$ cat src/rtl/pipe_pkg.sv
// Shared types for the pipeline hazard/forwarding unit.
// Tracker entry layout, forward-select encoding and x0 constant.
package pipe_pkg;

  localparam int RA_W = 5;

  typedef logic [RA_W-1:0] reg_t;

  localparam reg_t REG_ZERO = '0;

  typedef enum logic [1:0] {
    FWD_RF  = 2'd0,
    FWD_MEM = 2'd1,
    FWD_WB  = 2'd2,
    FWD_CAP = 2'd3
  } fwd_sel_t;

  typedef struct packed {
    logic valid;
    reg_t rd;
    logic reg_write;
    logic is_load;
  } trk_t;

  // An in-flight entry produces register r (x0 never counts)
  function automatic logic hits(trk_t e, reg_t r);
    return e.valid && e.reg_write && (e.rd == r) && (r != REG_ZERO);
  endfunction

endpackage

$ cat src/rtl/pipe_hazard_unit_if.sv
// ID/EX/MEM/WB side-band bundle between the pipeline and hazard unit.
// master = pipeline datapath, slave = pipe_hazard_unit.
interface pipe_hazard_unit_if #(
  parameter int XLEN   = 32,
  parameter int REG_AW = 5
);
  logic              flush;
  logic              id_valid;
  logic [REG_AW-1:0] id_rs1;
  logic [REG_AW-1:0] id_rs2;
  logic              id_use_rs1;
  logic              id_use_rs2;
  logic [REG_AW-1:0] id_rd;
  logic              id_reg_write;
  logic              id_mem_read;
  logic [XLEN-1:0]   ex_rs1_rf;
  logic [XLEN-1:0]   ex_rs2_rf;
  logic [XLEN-1:0]   mem_alu_result;
  logic [XLEN-1:0]   wb_data;
  logic [REG_AW-1:0] wb_rd;
  logic              wb_regwrite;
  logic              stall;
  logic              bubble;
  logic [XLEN-1:0]   ex_rs1_op;
  logic [XLEN-1:0]   ex_rs2_op;
  logic [1:0]        fwd_sel1;
  logic [1:0]        fwd_sel2;

  modport master (
    output flush, id_valid, id_rs1, id_rs2,
    output id_use_rs1, id_use_rs2,
    output id_rd, id_reg_write, id_mem_read,
    output ex_rs1_rf, ex_rs2_rf, mem_alu_result,
    output wb_data, wb_rd, wb_regwrite,
    input  stall, bubble, ex_rs1_op, ex_rs2_op,
    input  fwd_sel1, fwd_sel2
  );

  modport slave (
    input  flush, id_valid, id_rs1, id_rs2,
    input  id_use_rs1, id_use_rs2,
    input  id_rd, id_reg_write, id_mem_read,
    input  ex_rs1_rf, ex_rs2_rf, mem_alu_result,
    input  wb_data, wb_rd, wb_regwrite,
    output stall, bubble, ex_rs1_op, ex_rs2_op,
    output fwd_sel1, fwd_sel2
  );
endinterface

$ cat src/rtl/pipe_fwd_mux.sv
// Per-operand EX forwarding select (MEM > WB > capture > regfile).
// MEM/WB paths exist only when PIPE_FWD_EN is defined.
module pipe_fwd_mux
  import pipe_pkg::*;
#(
  parameter int XLEN = 32
) (
  input  reg_t            rs,
  input  logic            use_rs,
`ifdef PIPE_FWD_EN
  input  trk_t            e1,
  input  trk_t            e2,
  input  logic [XLEN-1:0] mem_data,
  input  logic [XLEN-1:0] wb_data,
`endif
  input  logic            cap,
  input  logic [XLEN-1:0] cap_data,
  input  logic [XLEN-1:0] rf_data,
  output logic [XLEN-1:0] op,
  output fwd_sel_t        sel
);

  // Pick the youngest producer; unused operands stay on the regfile
  always_comb begin
    op  = rf_data;
    sel = FWD_RF;
    priority case (1'b1)
`ifdef PIPE_FWD_EN
      (use_rs && hits(e1, rs) && !e1.is_load): begin
        op  = mem_data;
        sel = FWD_MEM;
      end
      (use_rs && hits(e2, rs)): begin
        op  = wb_data;
        sel = FWD_WB;
      end
`endif
      (use_rs && cap): begin
        op  = cap_data;
        sel = FWD_CAP;
      end
      default: begin
        op  = rf_data;
        sel = FWD_RF;
      end
    endcase
  end

endmodule

$ cat src/rtl/pipe_hazard_unit.sv
// Hazard tracker, load-use stall and EX operand forwarding.
// PIPE_FWD_EN: full MEM/WB forwarding; undefined: stall on all RAW.
module pipe_hazard_unit
  import pipe_pkg::*;
#(
  parameter int XLEN   = 32,
  parameter int REG_AW = 5,
  parameter int CNT_W  = 32
) (
  input  logic             clk,
  input  logic             rst,
  pipe_hazard_unit_if.slave hz,
  output logic [CNT_W-1:0] stall_cnt,
  output logic [CNT_W-1:0] flush_cnt
);

  reg_t id_rs1, id_rs2, id_rd, wb_rd;
  trk_t id_ent;
  trk_t e0, e1;
`ifdef PIPE_FWD_EN
  trk_t e2;
`endif
  reg_t            e0_rs1, e0_rs2;
  logic            e0_use1, e0_use2;
  logic            cap1, cap2;
  logic [XLEN-1:0] cap1_d, cap2_d;
  logic            hit0, hit1, raw;
  logic            stall, advance;
  fwd_sel_t        sel1, sel2;

  assign id_rs1 = reg_t'(hz.id_rs1);
  assign id_rs2 = reg_t'(hz.id_rs2);
  assign id_rd  = reg_t'(hz.id_rd);
  assign wb_rd  = reg_t'(hz.wb_rd);

  assign id_ent = '{valid: 1'b1, rd: id_rd,
                    reg_write: hz.id_reg_write,
                    is_load: hz.id_mem_read};

  // Does an older entry write a source ID is about to read
  always_comb begin
    hit0 = (hz.id_use_rs1 && hits(e0, id_rs1))
        || (hz.id_use_rs2 && hits(e0, id_rs2));
    hit1 = (hz.id_use_rs1 && hits(e1, id_rs1))
        || (hz.id_use_rs2 && hits(e1, id_rs2));
`ifdef PIPE_FWD_EN
    raw = e0.is_load && hit0;
`else
    raw = hit0 || hit1;
`endif
  end

  assign stall     = hz.id_valid & ~hz.flush & raw;
  assign advance   = hz.id_valid & ~stall & ~hz.flush;
  assign hz.stall  = stall;
  assign hz.bubble = stall | hz.flush;

  // Shift the tracker; capture same-cycle WB writes of ID sources
  always_ff @(posedge clk) begin
    if (rst) begin
      e0      <= '0;
      e1      <= '0;
`ifdef PIPE_FWD_EN
      e2      <= '0;
`endif
      e0_rs1  <= REG_ZERO;
      e0_rs2  <= REG_ZERO;
      e0_use1 <= 1'b0;
      e0_use2 <= 1'b0;
      cap1    <= 1'b0;
      cap2    <= 1'b0;
      cap1_d  <= '0;
      cap2_d  <= '0;
    end else begin
      e1 <= e0;
`ifdef PIPE_FWD_EN
      e2 <= e1;
`endif
      if (advance) begin
        e0      <= id_ent;
        e0_rs1  <= id_rs1;
        e0_rs2  <= id_rs2;
        e0_use1 <= hz.id_use_rs1;
        e0_use2 <= hz.id_use_rs2;
        cap1    <= hz.wb_regwrite && (wb_rd == id_rs1)
                && (id_rs1 != REG_ZERO);
        cap2    <= hz.wb_regwrite && (wb_rd == id_rs2)
                && (id_rs2 != REG_ZERO);
        cap1_d  <= hz.wb_data;
        cap2_d  <= hz.wb_data;
      end else begin
        e0      <= '0;
        e0_rs1  <= REG_ZERO;
        e0_rs2  <= REG_ZERO;
        e0_use1 <= 1'b0;
        e0_use2 <= 1'b0;
        cap1    <= 1'b0;
        cap2    <= 1'b0;
      end
    end
  end

  // Saturating stall/flush event counters
  always_ff @(posedge clk) begin
    if (rst) begin
      stall_cnt <= '0;
      flush_cnt <= '0;
    end else begin
      if (stall && (stall_cnt != '1))
        stall_cnt <= stall_cnt + 1'b1;
      if (hz.flush && (flush_cnt != '1))
        flush_cnt <= flush_cnt + 1'b1;
    end
  end

  pipe_fwd_mux #(.XLEN(XLEN)) u_fwd1 (
    .rs       (e0_rs1),
    .use_rs   (e0_use1),
`ifdef PIPE_FWD_EN
    .e1       (e1),
    .e2       (e2),
    .mem_data (hz.mem_alu_result),
    .wb_data  (hz.wb_data),
`endif
    .cap      (cap1),
    .cap_data (cap1_d),
    .rf_data  (hz.ex_rs1_rf),
    .op       (hz.ex_rs1_op),
    .sel      (sel1)
  );

  pipe_fwd_mux #(.XLEN(XLEN)) u_fwd2 (
    .rs       (e0_rs2),
    .use_rs   (e0_use2),
`ifdef PIPE_FWD_EN
    .e1       (e1),
    .e2       (e2),
    .mem_data (hz.mem_alu_result),
    .wb_data  (hz.wb_data),
`endif
    .cap      (cap2),
    .cap_data (cap2_d),
    .rf_data  (hz.ex_rs2_rf),
    .op       (hz.ex_rs2_op),
    .sel      (sel2)
  );

  assign hz.fwd_sel1 = sel1;
  assign hz.fwd_sel2 = sel2;

endmodule

$ cat src/flat_wrapper.sv
// flat-port wrapper written by rule: the top's interface ports become plain ports
module pipe_hazard_unit_flat import pipe_pkg::*;
#(
  parameter int XLEN   = 32,
  parameter int REG_AW = 5,
  parameter int CNT_W  = 32
)
  (clk, rst, stall_cnt, flush_cnt, hz_flush, hz_id_valid, hz_id_rs1, hz_id_rs2, hz_id_use_rs1, hz_id_use_rs2, hz_id_rd, hz_id_reg_write, hz_id_mem_read, hz_ex_rs1_rf, hz_ex_rs2_rf, hz_mem_alu_result, hz_wb_data, hz_wb_rd, hz_wb_regwrite, hz_stall, hz_bubble, hz_ex_rs1_op, hz_ex_rs2_op, hz_fwd_sel1, hz_fwd_sel2);
  pipe_hazard_unit_if #(.XLEN(XLEN), .REG_AW(REG_AW)) hz_i ();
  input  logic clk;
  input  logic rst;
  output logic [CNT_W-1:0] stall_cnt;
  output logic [CNT_W-1:0] flush_cnt;
  input wire logic [$bits(hz_i.flush)-1:0] hz_flush;
  input wire logic [$bits(hz_i.id_valid)-1:0] hz_id_valid;
  input wire logic [$bits(hz_i.id_rs1)-1:0] hz_id_rs1;
  input wire logic [$bits(hz_i.id_rs2)-1:0] hz_id_rs2;
  input wire logic [$bits(hz_i.id_use_rs1)-1:0] hz_id_use_rs1;
  input wire logic [$bits(hz_i.id_use_rs2)-1:0] hz_id_use_rs2;
  input wire logic [$bits(hz_i.id_rd)-1:0] hz_id_rd;
  input wire logic [$bits(hz_i.id_reg_write)-1:0] hz_id_reg_write;
  input wire logic [$bits(hz_i.id_mem_read)-1:0] hz_id_mem_read;
  input wire logic [$bits(hz_i.ex_rs1_rf)-1:0] hz_ex_rs1_rf;
  input wire logic [$bits(hz_i.ex_rs2_rf)-1:0] hz_ex_rs2_rf;
  input wire logic [$bits(hz_i.mem_alu_result)-1:0] hz_mem_alu_result;
  input wire logic [$bits(hz_i.wb_data)-1:0] hz_wb_data;
  input wire logic [$bits(hz_i.wb_rd)-1:0] hz_wb_rd;
  input wire logic [$bits(hz_i.wb_regwrite)-1:0] hz_wb_regwrite;
  output wire logic [$bits(hz_i.stall)-1:0] hz_stall;
  output wire logic [$bits(hz_i.bubble)-1:0] hz_bubble;
  output wire logic [$bits(hz_i.ex_rs1_op)-1:0] hz_ex_rs1_op;
  output wire logic [$bits(hz_i.ex_rs2_op)-1:0] hz_ex_rs2_op;
  output wire logic [$bits(hz_i.fwd_sel1)-1:0] hz_fwd_sel1;
  output wire logic [$bits(hz_i.fwd_sel2)-1:0] hz_fwd_sel2;
  assign hz_i.flush = hz_flush;
  assign hz_i.id_valid = hz_id_valid;
  assign hz_i.id_rs1 = hz_id_rs1;
  assign hz_i.id_rs2 = hz_id_rs2;
  assign hz_i.id_use_rs1 = hz_id_use_rs1;
  assign hz_i.id_use_rs2 = hz_id_use_rs2;
  assign hz_i.id_rd = hz_id_rd;
  assign hz_i.id_reg_write = hz_id_reg_write;
  assign hz_i.id_mem_read = hz_id_mem_read;
  assign hz_i.ex_rs1_rf = hz_ex_rs1_rf;
  assign hz_i.ex_rs2_rf = hz_ex_rs2_rf;
  assign hz_i.mem_alu_result = hz_mem_alu_result;
  assign hz_i.wb_data = hz_wb_data;
  assign hz_i.wb_rd = hz_wb_rd;
  assign hz_i.wb_regwrite = hz_wb_regwrite;
  assign hz_stall = hz_i.stall;
  assign hz_bubble = hz_i.bubble;
  assign hz_ex_rs1_op = hz_i.ex_rs1_op;
  assign hz_ex_rs2_op = hz_i.ex_rs2_op;
  assign hz_fwd_sel1 = hz_i.fwd_sel1;
  assign hz_fwd_sel2 = hz_i.fwd_sel2;
  pipe_hazard_unit #(.XLEN(XLEN), .REG_AW(REG_AW), .CNT_W(CNT_W)) u_core (.clk(clk), .rst(rst), .hz(hz_i), .stall_cnt(stall_cnt), .flush_cnt(flush_cnt));
endmodule
$ cat config.mk
export PLATFORM = sky130hd
export DESIGN_NAME = pipe_hazard_unit_flat
export DESIGN_NICKNAME = d
export VERILOG_FILES = /design/src/rtl/pipe_pkg.sv /design/src/rtl/pipe_hazard_unit_if.sv /design/src/rtl/pipe_fwd_mux.sv /design/src/rtl/pipe_hazard_unit.sv /design/src/flat_wrapper.sv
export SDC_FILE = /design/constraint.sdc
export NUM_CORES = 1
export LEC_CHECK = 0
export BUFFER_PORTS_ARGS = -buffer_cell sky130_fd_sc_hd__clkbuf_2
export CORE_MARGIN = 10
export CORE_UTILIZATION = 35
export CTS_CLUSTER_DIAMETER = 100
export CTS_CLUSTER_SIZE = 20
export DETAILED_ROUTE_END_ITERATION = 8
export HOLD_SLACK_MARGIN = 0.02
export PLACE_DENSITY = 0.75
export RECOVER_POWER = 50
export REMOVE_ABC_BUFFERS = 1
export SYNTH_ARGS = -nofsm -noshare
export SYNTH_HDL_FRONTEND = slang
export SYNTH_SLANG_ARGS = --single-unit
$ cat constraint.sdc
create_clock -name clk -period 7.3 [get_ports clk]
set_clock_uncertainty 0.2 [all_clocks]
set_input_delay 1.46 -clock clk [delete_from_list [all_inputs] [get_ports clk]]
set_output_delay 1.46 -clock clk [all_outputs]
set_load 0.01 [all_outputs]
Word-level counts from Yosys, hierarchy flattened
Cells that the tools add are included.
{"block": "classes", "n_addsub": 2, "eq_ne": 8, "n_mux": 5, "bitwise_logic": 8, "n_reduce_logical": 28}
{"operator": "adder 32 x 1 -> 32 bit, second input constant", "count": 2}
{"operator": "2-to-1 mux 32 bit", "count": 2}
{"operator": "inequality test 32 bit, second input constant", "count": 2}
{"operator": "equality test 5 bit", "count": 6}
{"operator": "logical AND 1 bit", "count": 22}
{"operator": "nonzero test 5 bit", "count": 2}
{"operator": "2-to-1 mux 8 bit", "count": 1}
{"operator": "bitwise AND 1 bit", "count": 4}
{"operator": "2-to-1 mux 2 bit", "count": 2}
{"operator": "logical OR 1 bit", "count": 3}
{"operator": "inverter 1 bit", "count": 3}
{"operator": "OR reduction 2 bit", "count": 1}
{"operator": "OR 1 bit", "count": 1}
{"block": "word_totals", "ff_bits": 114}

Logic depth before layout (Yosys ltp)
{"block": "logic_depth", "word_depth": 12, "ltp_mapped": 9}

Modules after synthesis
Synthesis repeated with hierarchy kept, for this count alone.
{"block": "hier_totals", "hier_cells": 704, "area_unflattened_um2": 6322.3}
{"module": "pipe_hazard_unit", "n_inst": 1, "cells_per_inst": 628, "area_per_inst_um2": 5281.3, "seq_area_each_um2": 2482.4}
{"module": "pipe_fwd_mux", "n_inst": 2, "cells_per_inst": 38, "area_per_inst_um2": 520.5, "seq_area_each_um2": 0.0}

Worst setup path before layout
OpenSTA, ideal clock, no wires.
{"block": "synth_path", "path_type": "in2out", "startpoint": "input hz_id_rs1[0]", "endpoint": "output hz_bubble", "arrival_time_ns": 3.007, "path_slack_ns": 2.633, "cell_stages": 6, "n_path_buf": 0, "path_cell_list": "or4_1 > o21ai_2 > nor4_2 > o211ai_1 > a21oi_1 > or2_2"}
{"block": "synth_via", "elab_chain_cells": 8}
{"item": "start: declaration", "line": "flat_wrapper.sv:16", "source": "input wire logic [$bits(hz_i.id_rs1)-1:0] hz_id_rs1;"}
{"item": "equality test 5 bit", "line": "pipe_pkg.sv:27", "source": "return e.valid && e.reg_write && (e.rd == r) && (r != REG_ZERO);"}
{"item": "logical AND 1 bit (2 in series)", "line": "pipe_pkg.sv:27"}
{"item": "logical AND 1 bit (on tied branches)", "line": "pipe_hazard_unit.sv:42, pipe_hazard_unit.sv:44"}
{"item": "logical OR 1 bit (on tied branches)", "line": "pipe_hazard_unit.sv:43, pipe_hazard_unit.sv:45"}
{"item": "logical OR 1 bit *", "line": "pipe_hazard_unit.sv:49", "source": "raw = hit0 || hit1;"}
{"item": "bitwise AND 1 bit *", "line": "pipe_hazard_unit.sv:53", "source": "assign stall = hz.id_valid & ~hz.flush & raw;"}
{"item": "named net hz_stall", "line": "flat_wrapper.sv:29", "source": "output wire logic [$bits(hz_i.stall)-1:0] hz_stall;"}
{"item": "OR 1 bit *", "line": "pipe_hazard_unit.sv:56", "source": "assign hz.bubble = stall | hz.flush;"}
{"item": "end: declaration", "line": "flat_wrapper.sv:30", "source": "output wire logic [$bits(hz_i.bubble)-1:0] hz_bubble;"}
Mark *: on every way through the listed nets, which the timed path passes. The rest lies on a longest branch.

==> reports/qor.yml <==
yosys:
  yosysSeqAreaShare_pct: 39.1
  synth_ff_type: "dfxtp_1"
  synth.distinct_cells: 45
  synthCells: 687
  yosys_warnings: 0
  async_reset_ff_share_pct: 0
  synth_area_um2: 5830
  synth.ff_latch_count: 114
  synth_edf_count: 0
  syn_avg_cell_area_um2: 8.49
die:
  start_util_pct: 35.4
  num_rows: 47
  io_pins: 291
  die_height_um: 149
  dieWidth_um: 149
  dieArea_um2: 22200
  coreArea_um2: 16500
power_and_ir_drop:
  total_power_mw: 1.66
  power.internal_mw: 1.28
  swShare_pct: 22.8
  ir_worst_vdd_uv: 141
  netSwitchingPower_uw: 378
  power.leakage_nw: 3.07
  clock_power_share_pct: 52.8
  comb_power_share_pct: 8.3
  sequentialPowerShare_pct: 38.9
  power_density_nw_per_um2: 213
timing:
  setup_viol: 0
  hold_violations: 0
  fin_crit_sh_pct: 72.6
  max_slew_margin_pct: -83.0
  fin_crit_ps: 5300
  max_freq_mhz: 189
  final_max_slew_viol_count: 211
  worst_slew_pin_slew_ps: 2740
  setup_slack_ps: 2000
  fin_tns_setup_ps: 0
  rsz0062_at_grt: "no"
clock_tree:
  hold_buffers: 0
  clock-sinks: 114
  cts_setup_buffers: 0
  tritoncts: "yes"
  cts_buffers: 17
  cts_max_path_buffers: 2
  h-tree-depth: 4
  cts_root_buffer: "clkbuf_16"
  clkTransAtPathRegs_ps: 50
  clk_latency_ps: 410
  cts_resized: 0
grt:
  grt_pass1_wl_mm: 30.3
  grt_pass1_vias: 5783
  use_met2_pct: 28.8
  grt_max_degree: 64
  antenna_found_initial: 0
  grt_util_met3_pct: 7.55
  busiest_layer: "met2"
  grt.overflow.total: 0
  grt_usage_pct: 16.9
  globalRouteMet1Util_pct: 18.0
detailed_routing:
  firstDrtPassIters: 4
  ant_nets: 0
  wire_per_inst_um: 16.4
  wl_mm: 19.1
  viasPerCell: 4.95
  drtIter0Drc: 166
  drc: 0
  dr_total_vias: 5770
final_layout:
  antenna_cells: 0
  stdcell_count: 1166
  area_growth_pct: 33.6
  final_core_util_pct: 47.3
  drive_gt1_share_pct: 31.4
  nets: 1092
  fill_cells: 1670
critical_path:
  required_ps: 7400
  cp_data_arrival_time_ps: 5400
  worstSetupPathType: "in2reg"
  cp_max_fo: 63
  end_kind: "flop"
  startpoint_type: "input pin"
place:
  hpwlAfterDp_mm: 14.9
  place_inst: 1134
  place_ws_ps: 2250
  gp_congestion: 0.890
  numPortBuffers: 257
run_status:
  outcome: "finished with violations"
  violations: "max-capacitance violations, max-slew violations"
flow_run:
  cap_violations: 5
hold_path:
  hold_class: "reg2reg"
-- cell usage after synthesis, types with 2 or more instances --
master	number	share of area (%)
mux2_2	64	12
a21oi_1	71	6.1
o21ai_2	2	0.30
nor4_1	3	0.32
clkbuf_1	21	1.4
and4_1	9	1.4
or3_1	27	2.9
o21ai_1	8	0.69
buf_6	2	0.39
inv_1	13	0.84
nor2_1	45	2.9
buf_1	6	0.39
or2_2	2	0.21
a21o_1	3	0.39
xnor2_1	33	5.0
ha_1	2	0.43
nor3_1	5	0.43
buf_2	4	0.34
o21ai_0	19	1.6
and2_1	11	1.2
nand4_1	15	1.6
nand3_1	34	2.9
o31ai_1	7	0.90
nand2_1	95	6.1
nor4_2	3	0.64
nor2b_1	10	1.1
buf_4	4	0.51
or4_1	8	1.0
mux2_1	3	0.58
and3_1	14	1.5
xor2_1	17	2.6
dfxtp_1	114	39
-- power by group through the flow --
stage                     clock network (mW)  logic (mW)  registers [mW]
after global placement                     0       0.139           0.657
after floorplan                            0      0.0607           0.654
after detailed placement                   0       0.140           0.657
after global routing                   0.928       0.153           0.645
after CTS                              0.899       0.141           0.644
final                                  0.876       0.138           0.644
-- state kept, by name, indices dropped and copies added (netlist names) --
name / flops
u_core.cap1_d: 32
u_core.cap1: 1
u_core.flush_cnt: 32
u_core.e1: 7
u_core.cap2: 1
u_core.stall_cnt: 32
u_core.e0_use2: 1
u_core.e0_use1: 1
u_core.e0: 7
-- layout by cell type, fill, tap and decap left out, types with 4 or more instances in the layout --
cell type,synthesis,routed
nor2b_1,10,10
nand4_1,15,15
nor3_1,5,6
and3_1,14,14
o31ai_1,7,7
clkbuf_1,21,73
xnor2_1,33,33
or4_1,8,8
o21ai_1,8,8
nand3_1,34,34
clkinvlp_4,0,5
inv_1,13,13
xor2_1,17,17
mux2_2,64,64
and2_1,11,11
or3_1,27,27
bufinv_16,0,4
a21oi_1,71,71
nand2_1,95,95
dfxtp_1,114,114
clkbuf_2,0,189
clkbuf_16,0,17
o21ai_0,19,20
nor2_1,45,45
and4_1,9,9
-- worst paths after layout --
check / cells after the start / start / slack, ps / endpoint
max: 4 / rst / 2000 / u_core.stall_cnt[29]
min: 2 / u_core.cap1_d[8] / 260 / u_core.cap1_d[8]
max reg2reg: 8 / u_core.e0[3] / 4340 / u_core.cap1_d[26]
min reg2reg: 2 / u_core.cap1_d[8] / 260 / u_core.cap1_d[8]
-- worst max-delay path: stages --
cell and delay [ps]:
clkbuf_1 1420, clkbuf_1 2040, nor2b_1 80, mux2_1 370
-- logic make-up after synthesis --
family	after synthesis	synth area share (%)
buffers and inverters	50	3.82
and+or+nand+nor	287	25.1
AOI/OAI and AO/OA	116	11.0
muxes	68	13.1
xor gates and xnor gates	50	7.51
DFF	114	39.1
adders and majority gates	2	0.429
-- per-stage QoR --
| stage | hold slack (ps) | instance area (um2) |
|---|---|---|
| floorplan | 234 | 5660 |
| detailed placement | 259 | 7280 |
| CTS | 267 | 7910 |
| finish | 262 | 7790 |
| global placement | 253 | 7280 |
| global route | 289 | 7790 |
-- final cells by class --
type	count	area (um2)	area share (%)
multi-input cells	523	3320	42.6
flip-flops and latches	114	2280	29.3
repair buffers	264	1240	15.9
clock buffers	19	443	5.68
well taps	220	275	3.53
clock inverters	13	185	2.38
inverters	13	48.8	0.626
-- layer usage --
metal  share of wire [%]  routed length [um]
met4                 1.8                 345
met2                  49                9390
met3                  10                1980
met5                   0                   0
met1                  39                7380
Note: power is estimated with default switching activity, not from simulation.
